--- src/rtl/ntt_cmd_sequencer.sv ---
// ntt_cmd_sequencer: turns queued commands into an NTT core op pulse, data beats and a post-command wait
// Ports:
//   clk, reset (async, active-low)
//   cmd_valid/cmd_ready handshake carrying cmd_op, cmd_len, cmd_hold, cmd_wait
//   s_valid/s_ready/s_data   input word stream, passed straight through to din0
//   op_code, din_valid, din0 drive the NTT core; ntt_done is its done level
//   busy, cmd_done (1-cycle pulse), all_done (ntt_done delayed by one cycle)
module ntt_cmd_sequencer #(
    parameter int DATA_W = 32,
    parameter int LEN_W  = 10,
    parameter int WAIT_W = 12
) (
    input  logic              clk,
    input  logic              reset,
    input  logic              cmd_valid,
    output logic              cmd_ready,
    input  logic [4:0]        cmd_op,
    input  logic [LEN_W-1:0]  cmd_len,
    input  logic              cmd_hold,
    input  logic [WAIT_W-1:0] cmd_wait,
    input  logic              s_valid,
    output logic              s_ready,
    input  logic [DATA_W-1:0] s_data,
    output logic [4:0]        op_code,
    output logic              din_valid,
    output logic [DATA_W-1:0] din0,
    input  logic              ntt_done,
    output logic              busy,
    output logic              cmd_done,
    output logic              all_done
);
    typedef enum logic [2:0] {IDLE, ISSUE, STREAM, GAP, WAIT} state_t;
    state_t            state;
    logic              hold;
    logic [LEN_W-1:0]  cnt;
    logic [WAIT_W-1:0] wcnt;
    logic [DATA_W-1:0] last;
    logic              beat;
    assign beat      = (state == STREAM) && (hold || s_valid);
    assign din_valid = ((state == ISSUE) && hold) || beat;
    // s_ready is high exactly in STREAM with hold=0; bubbles keep the last streamed word on din0
    assign din0      = s_ready ? (s_valid ? s_data : last) : '0;
    // cmd_done is registered, so it is set on the edge entering its final cycle:
    // GAP when no wait follows, otherwise the WAIT cycle whose counter reads 1
    always_ff @(posedge clk or negedge reset) begin
        if (!reset) begin
            state     <= IDLE;
            hold      <= 1'b0;
            cnt       <= '0;
            wcnt      <= '0;
            last      <= '0;
            cmd_ready <= 1'b0;
            s_ready   <= 1'b0;
            op_code   <= '0;
            busy      <= 1'b0;
            cmd_done  <= 1'b0;
            all_done  <= 1'b0;
        end else begin
            op_code  <= '0;
            cmd_done <= 1'b0;
            all_done <= ntt_done;
            case (state)
                IDLE: begin
                    if (cmd_valid && cmd_ready) begin
                        state     <= ISSUE;
                        op_code   <= cmd_op;
                        hold      <= cmd_hold;
                        cnt       <= cmd_len;
                        wcnt      <= cmd_wait;
                        last      <= '0;
                        busy      <= 1'b1;
                        cmd_ready <= 1'b0;
                    end else begin
                        cmd_ready <= 1'b1;
                    end
                end
                ISSUE: begin
                    state    <= (cnt != '0) ? STREAM : GAP;
                    s_ready  <= (cnt != '0) && !hold;
                    cmd_done <= (cnt == '0) && (wcnt == '0);
                end
                STREAM: begin
                    if (beat) begin
                        cnt <= cnt - LEN_W'(1);
                        if (!hold) last <= s_data;
                        if (cnt == LEN_W'(1)) begin
                            state    <= GAP;
                            s_ready  <= 1'b0;
                            cmd_done <= wcnt == '0;
                        end
                    end
                end
                GAP: begin
                    if (wcnt != '0) begin
                        state    <= WAIT;
                        cmd_done <= wcnt == WAIT_W'(1);
                    end else begin
                        state     <= IDLE;
                        busy      <= 1'b0;
                        cmd_ready <= 1'b1;
                    end
                end
                WAIT: begin
                    wcnt     <= wcnt - WAIT_W'(1);
                    cmd_done <= wcnt == WAIT_W'(2);
                    if (wcnt == WAIT_W'(1)) begin
                        state     <= IDLE;
                        busy      <= 1'b0;
                        cmd_ready <= 1'b1;
                    end
                end
                default: state <= IDLE;
            endcase
        end
    end
endmodule

--- config.mk ---
export PLATFORM = sky130hd
export DESIGN_NAME = ntt_cmd_sequencer
export DESIGN_NICKNAME = d
export VERILOG_FILES = /design/src/rtl/ntt_cmd_sequencer.sv
export SDC_FILE = /design/constraint.sdc
export NUM_CORES = 1
export LEC_CHECK = 0
export ABC_CLOCK_PERIOD_IN_PS = 2200
export CAP_MARGIN = 20
export CORE_UTILIZATION = 60
export CTS_BUF_LIST = sky130_fd_sc_hd__clkbuf_4 sky130_fd_sc_hd__clkbuf_8
export DETAILED_ROUTE_END_ITERATION = 10
export DONT_BUFFER_PORTS = 1
export PLACE_DENSITY_LB_ADDON = 0.15
export SYNTH_ARGS = -nofsm -noshare
export SYNTH_HDL_FRONTEND = slang
export SYNTH_SLANG_ARGS = --single-unit
--- constraint.sdc ---
create_clock -name clk -period 2.2 [get_ports clk]
set_input_delay 0.33 -clock clk [delete_from_list [all_inputs] [get_ports clk]]
set_output_delay 0.33 -clock clk [all_outputs]
set_load 0.05 [all_outputs]
Word level (Yosys, flattened, before mapping)
Index checks and enable logic that the tools add are counted.
{ "word_totals": {"regBits": 68, "input_bits": 65, "output_inout_bits": 43, "wordCells": 86} }
{ "classes": {"addsub": 2, "eq_ne": 13, "muxes": 35, "reduce_logical": 25} }
{ "op_table": {"columns": ["op", "count"], "rows": [
  ["$mux W32", 5],
  ["$pmux W32 S2", 1],
  ["$pmux W12 S2", 1],
  ["$mux W10", 2],
  ["$pmux W10 S2", 1],
  ["$mux W3", 5],
  ["$pmux W3 S5", 1],
  ["$eq A12 B1 Y1 const B", 1],
  ["$eq A12 B2 Y1 const B", 1],
  ["$logic_not A12 Y1", 1],
  ["$mux W1", 12],
  ["$mux W12", 1],
  ["$reduce_and A4 Y1", 3],
  ["$reduce_bool A12 Y1", 1],
  ["$sub A12 B1 Y12 const B", 1],
  ["$eq A10 B1 Y1 const B", 1],
  ["$logic_not A10 Y1", 1],
  ["$mux W5", 2],
  ["$ne A2 B2 Y1 const B", 5],
  ["$reduce_bool A10 Y1", 1],
  ["$sub A10 B1 Y10 const B", 1],
  ["$reduce_and A3 Y1", 3],
  ["$eq A3 B2 Y1 const B", 2],
  ["$pmux W1 S3", 2],
  ["other kinds (12)", 20]
]} }

Longest topological paths before layout
{ "depth": {"depth_word": 4, "mapped_depth": 7, "ltp_nobuf": 6} }

Worst setup path before layout
No wires, ideal clock.
{ "synth_timing": {"kind": "input port to output port", "from": "input port s_valid", "to": "output port din0[10]", "t_arrival_ns": 1.817, "t_required_ns": 1.870, "slack_ns": 0.053, "cell_stages": 4, "path_buffers": 2, "path_cell_list": "buf_2 -> buf_1 -> mux2i_1 -> nor2b_1"} }
{ "synth_via": {"elab_chain_cells": 2} }
{ "synth_rtl": {"columns": ["element", "line", "text"], "rows": [
  ["start, declared", "21", "input logic s_valid,"],
  ["$mux W32 (2 in series)", "42", "assign din0 = s_ready ? (s_valid ? s_data : last) : '0;"],
  ["end, declared", "26", "output logic [DATA_W-1:0] din0,"]
]} }
No other way between the ends.

Worst setup path after layout
{ "layout_timing": {"from": "register wcnt[5]", "to": "register wcnt[11]"} }
{ "layout_via": {"elab_chain_cells": 2} }
{ "layout_rtl": {"columns": ["element", "line", "text"], "rows": [
  ["start, declared", "36", "logic [WAIT_W-1:0] wcnt;"],
  ["start signal, assigned", "69", "wcnt <= cmd_wait;"],
  ["start signal, assigned", "104", "wcnt <= wcnt - WAIT_W'(1);"],
  ["$sub A12 B1 Y12", "104", null],
  ["$pmux W12 S2", "62", "case (state)"]
]} }
No other way between the ends.
A chain may end at the register's enable or synchronous reset.

==> out/metrics.csv <==
metric;value;unit
status;completed;
min Tclk post-route;2130;ps
commonest non-fill, non-tap cell in the layout;nand2_1;
# setup viols final;0;
EDFF count, synth;0;
DRC Markers;0;
design area;0.00449;mm2
Post-Syn Nets;505;
Die Area;0.00673;mm2
skew final;6.35;ps
first-pass GRT wire length;13800;um
DRT Wirelength;8820;um
# H-tree levels;3;
largest net degree at the start of global routing;69;
Mapped Area;0.00384;mm2
root buffer cell;clkbuf_8;
required time of the critical path;2440;ps
Yosys reg bits;68;
Synth Instances;433;
Pleak;1.98;nW
Endpoint, Worst Hold;last[8];
highest-count cells in the layout ignoring fill and taps;nand2_1 (80), dfrtp_1 (66), buf_4 (50);
PD cells;1220;mW/mm2
Port Buffer Count;0;
post-DP HPWL;6060;um
crit path kind;flip-flop to flip-flop;
startpoint types;flip-flop;
DR pass1 iterations;5;
number of global-route vias before repair;2981;
synth warn;0;
Worst Reg-to-Reg Cells;4;
layout cell share with drive strength beyond 1;0.167;
Via density;6.01;
drt initial violations;161;
CTS tree;done;
Initial Util;0.634;
reg-to-reg startpoint;wcnt[5];
Antenna Cells;0;
FFs w/ async S/R, synth;1.00;
CP Capture Type;flip-flop;
crit path DAT;2370;ps
Final #Nets;541;
Final Max Slew Viols;0;
clock sinks;68;
initial antenna violation count;0;
post-place instance area;0.00420;mm2
Core Box Area;0.00606;mm2
max frequency;469;MHz
sequential share of the synthesized area;0.443;
Min-Delay Path Depth;2;
CTS clk-pin slew, worst paths;70;ps
hold path start;s_data[8];
GRT Overall Usage;0.272;
Num CTS Buffers;9;
Reg2Reg Capture Point;wcnt[11];
Worst-Margin Slew;530;ps
num rows;28;
total grt overflow;0;
WL per Instance;16.1;um
crit-path max FO;5;
RePlAce Congestion;0.868;
IO Pins;108;
fin cells;548;
Clk Latency, worst-skew pair;340;ps
min-delay worst type;input pin to flip-flop;
Vias;3294;
Syn Area/Cell;8.87;um2
remaining antenna violation count;0;
VDD IR max;0.000745;V
Die W;82.0;um
Die H;82.0;um
r2r setup slk;70;ps
clk buf depth;2;
Slew HR;0.647;
Synth-to-Final Area Change;16.8;%
MaxCap Viol Count;0;
post-synthesis cell type count;48;
Tcrit/Tclk final;0.969;
dominant synthesized flop cell;dfrtp_1;
dpl cells;526;
Final Hold Fails;0;
## sequential cells by signal, indices dropped and copies added (netlist names)
name,flops
all_done,1
busy,1
cmd_done,1
cmd_ready,1
cnt,10
hold,1
last,32
op_code,5
s_ready,1
state,3
wcnt,12
## where the power goes
part | internal (mW) | switching, mW | total (mW)
sequential | 1.71 | 0.398 | 2.11
combinational | 0.861 | 1.43 | 2.29
clock | 0.624 | 0.458 | 1.08
total | 3.19 | 2.28 | 5.48
## cell families after synthesis
logic type,synth area share
simple gates,0.236
compound gates,0.164
flops,0.443
buf+inv,0.0410
mux,0.0938
fa+ha+maj,0.0228
## worst max path at each step
stage / end / from / cells past startpoint / slack [ps]
after floorplan: din0[10] / s_valid / 4 / 50
after global placement: wcnt[11] / wcnt[5] / 4 / 160
after detailed placement: wcnt[11] / wcnt[5] / 4 / 60
after CTS: din_valid / state[1] / 4 / 10
after global routing: din_valid / state[0] / 4 / -2
final: wcnt[11] / wcnt[5] / 4 / 70
## critical path: stages (launching register included)
cell,delay (ps)
dfrtp_1,420
or4_4,560
or4_4,450
o311a_1,350
a311oi_1,250
## per-layer routing
metal,share of wire,vias up,global-route usage
met1,0.44,1561,0.357
met3,0.074,11,0.0544
met2,0.47,122,0.441
met4,0.013,0,0.107
met5,0,-,0
li1,-,1600,-
## final cells by class
type | count | area, um2
clock buffer | 9 | 124
clock inverter | 6 | 80.1
fill | 455 | 1570
inverter | 12 | 45.0
multi-input combinational | 324 | 2000
sequential | 68 | 1700
tap | 75 | 93.8
timing repair buffer | 54 | 443
## synthesized netlist by cell type (2+ instances only)
master,number,area (um2)
buf_2,3,15.0
a22o_1,2,17.5
o22ai_1,4,25.0
a21oi_1,15,75.1
a31oi_1,3,18.8
a211oi_1,2,15.0
mux2i_1,36,360
a221o_1,3,30.0
o211ai_1,5,37.5
inv_1,12,45.0
a211o_1,2,17.5
nand2_1,80,300
o22a_1,2,17.5
and2_1,5,31.3
o32ai_1,4,35.0
nand3b_1,4,30.0
nand3_1,8,40.0
or4_4,2,22.5
or3b_2,3,26.3
nor3_1,11,55.1
nor2_1,18,67.6
nor3b_1,5,37.5
clkbuf_1,23,86.3
or3_1,4,25.0
buf_1,3,11.3
nor2b_1,33,206
o21a_1,2,15.0
nor4_1,4,25.0
a22oi_1,3,22.5
ha_1,7,87.6
o21ai_0,41,205
dfrtp_1,68,1700
## per-stage QoR
stage / hold WS (ps) / setup TNS [ps] / setup WS, ps / power (mW) / utilization
floorplan: 34.4 / 0 / 53.3 / 3.76 / -
global placement: 35.9 / 0 / 164 / 4.29 / 0.694
detailed placement: 35.7 / 0 / 56.8 / 4.38 / 0.694
CTS: 1.97 / 0 / 13.3 / 5.49 / 0.734
global route: 107 / -1.60 / -1.60 / 5.84 / 0.741
finish: 116 / 0 / 68.2 / 5.48 / 0.741
## what timing repair did
item / 4_1_cts / 5_1_grt
setup buffers: 0 / 4
endpoints found under the setup margin: 1 / 1
gates resized for setup: 1 / 1
endpoints found under the hold margin: 68 / 1
hold buffers: 2 / 1
No activity file was read; power rests on OpenSTA's default activity.
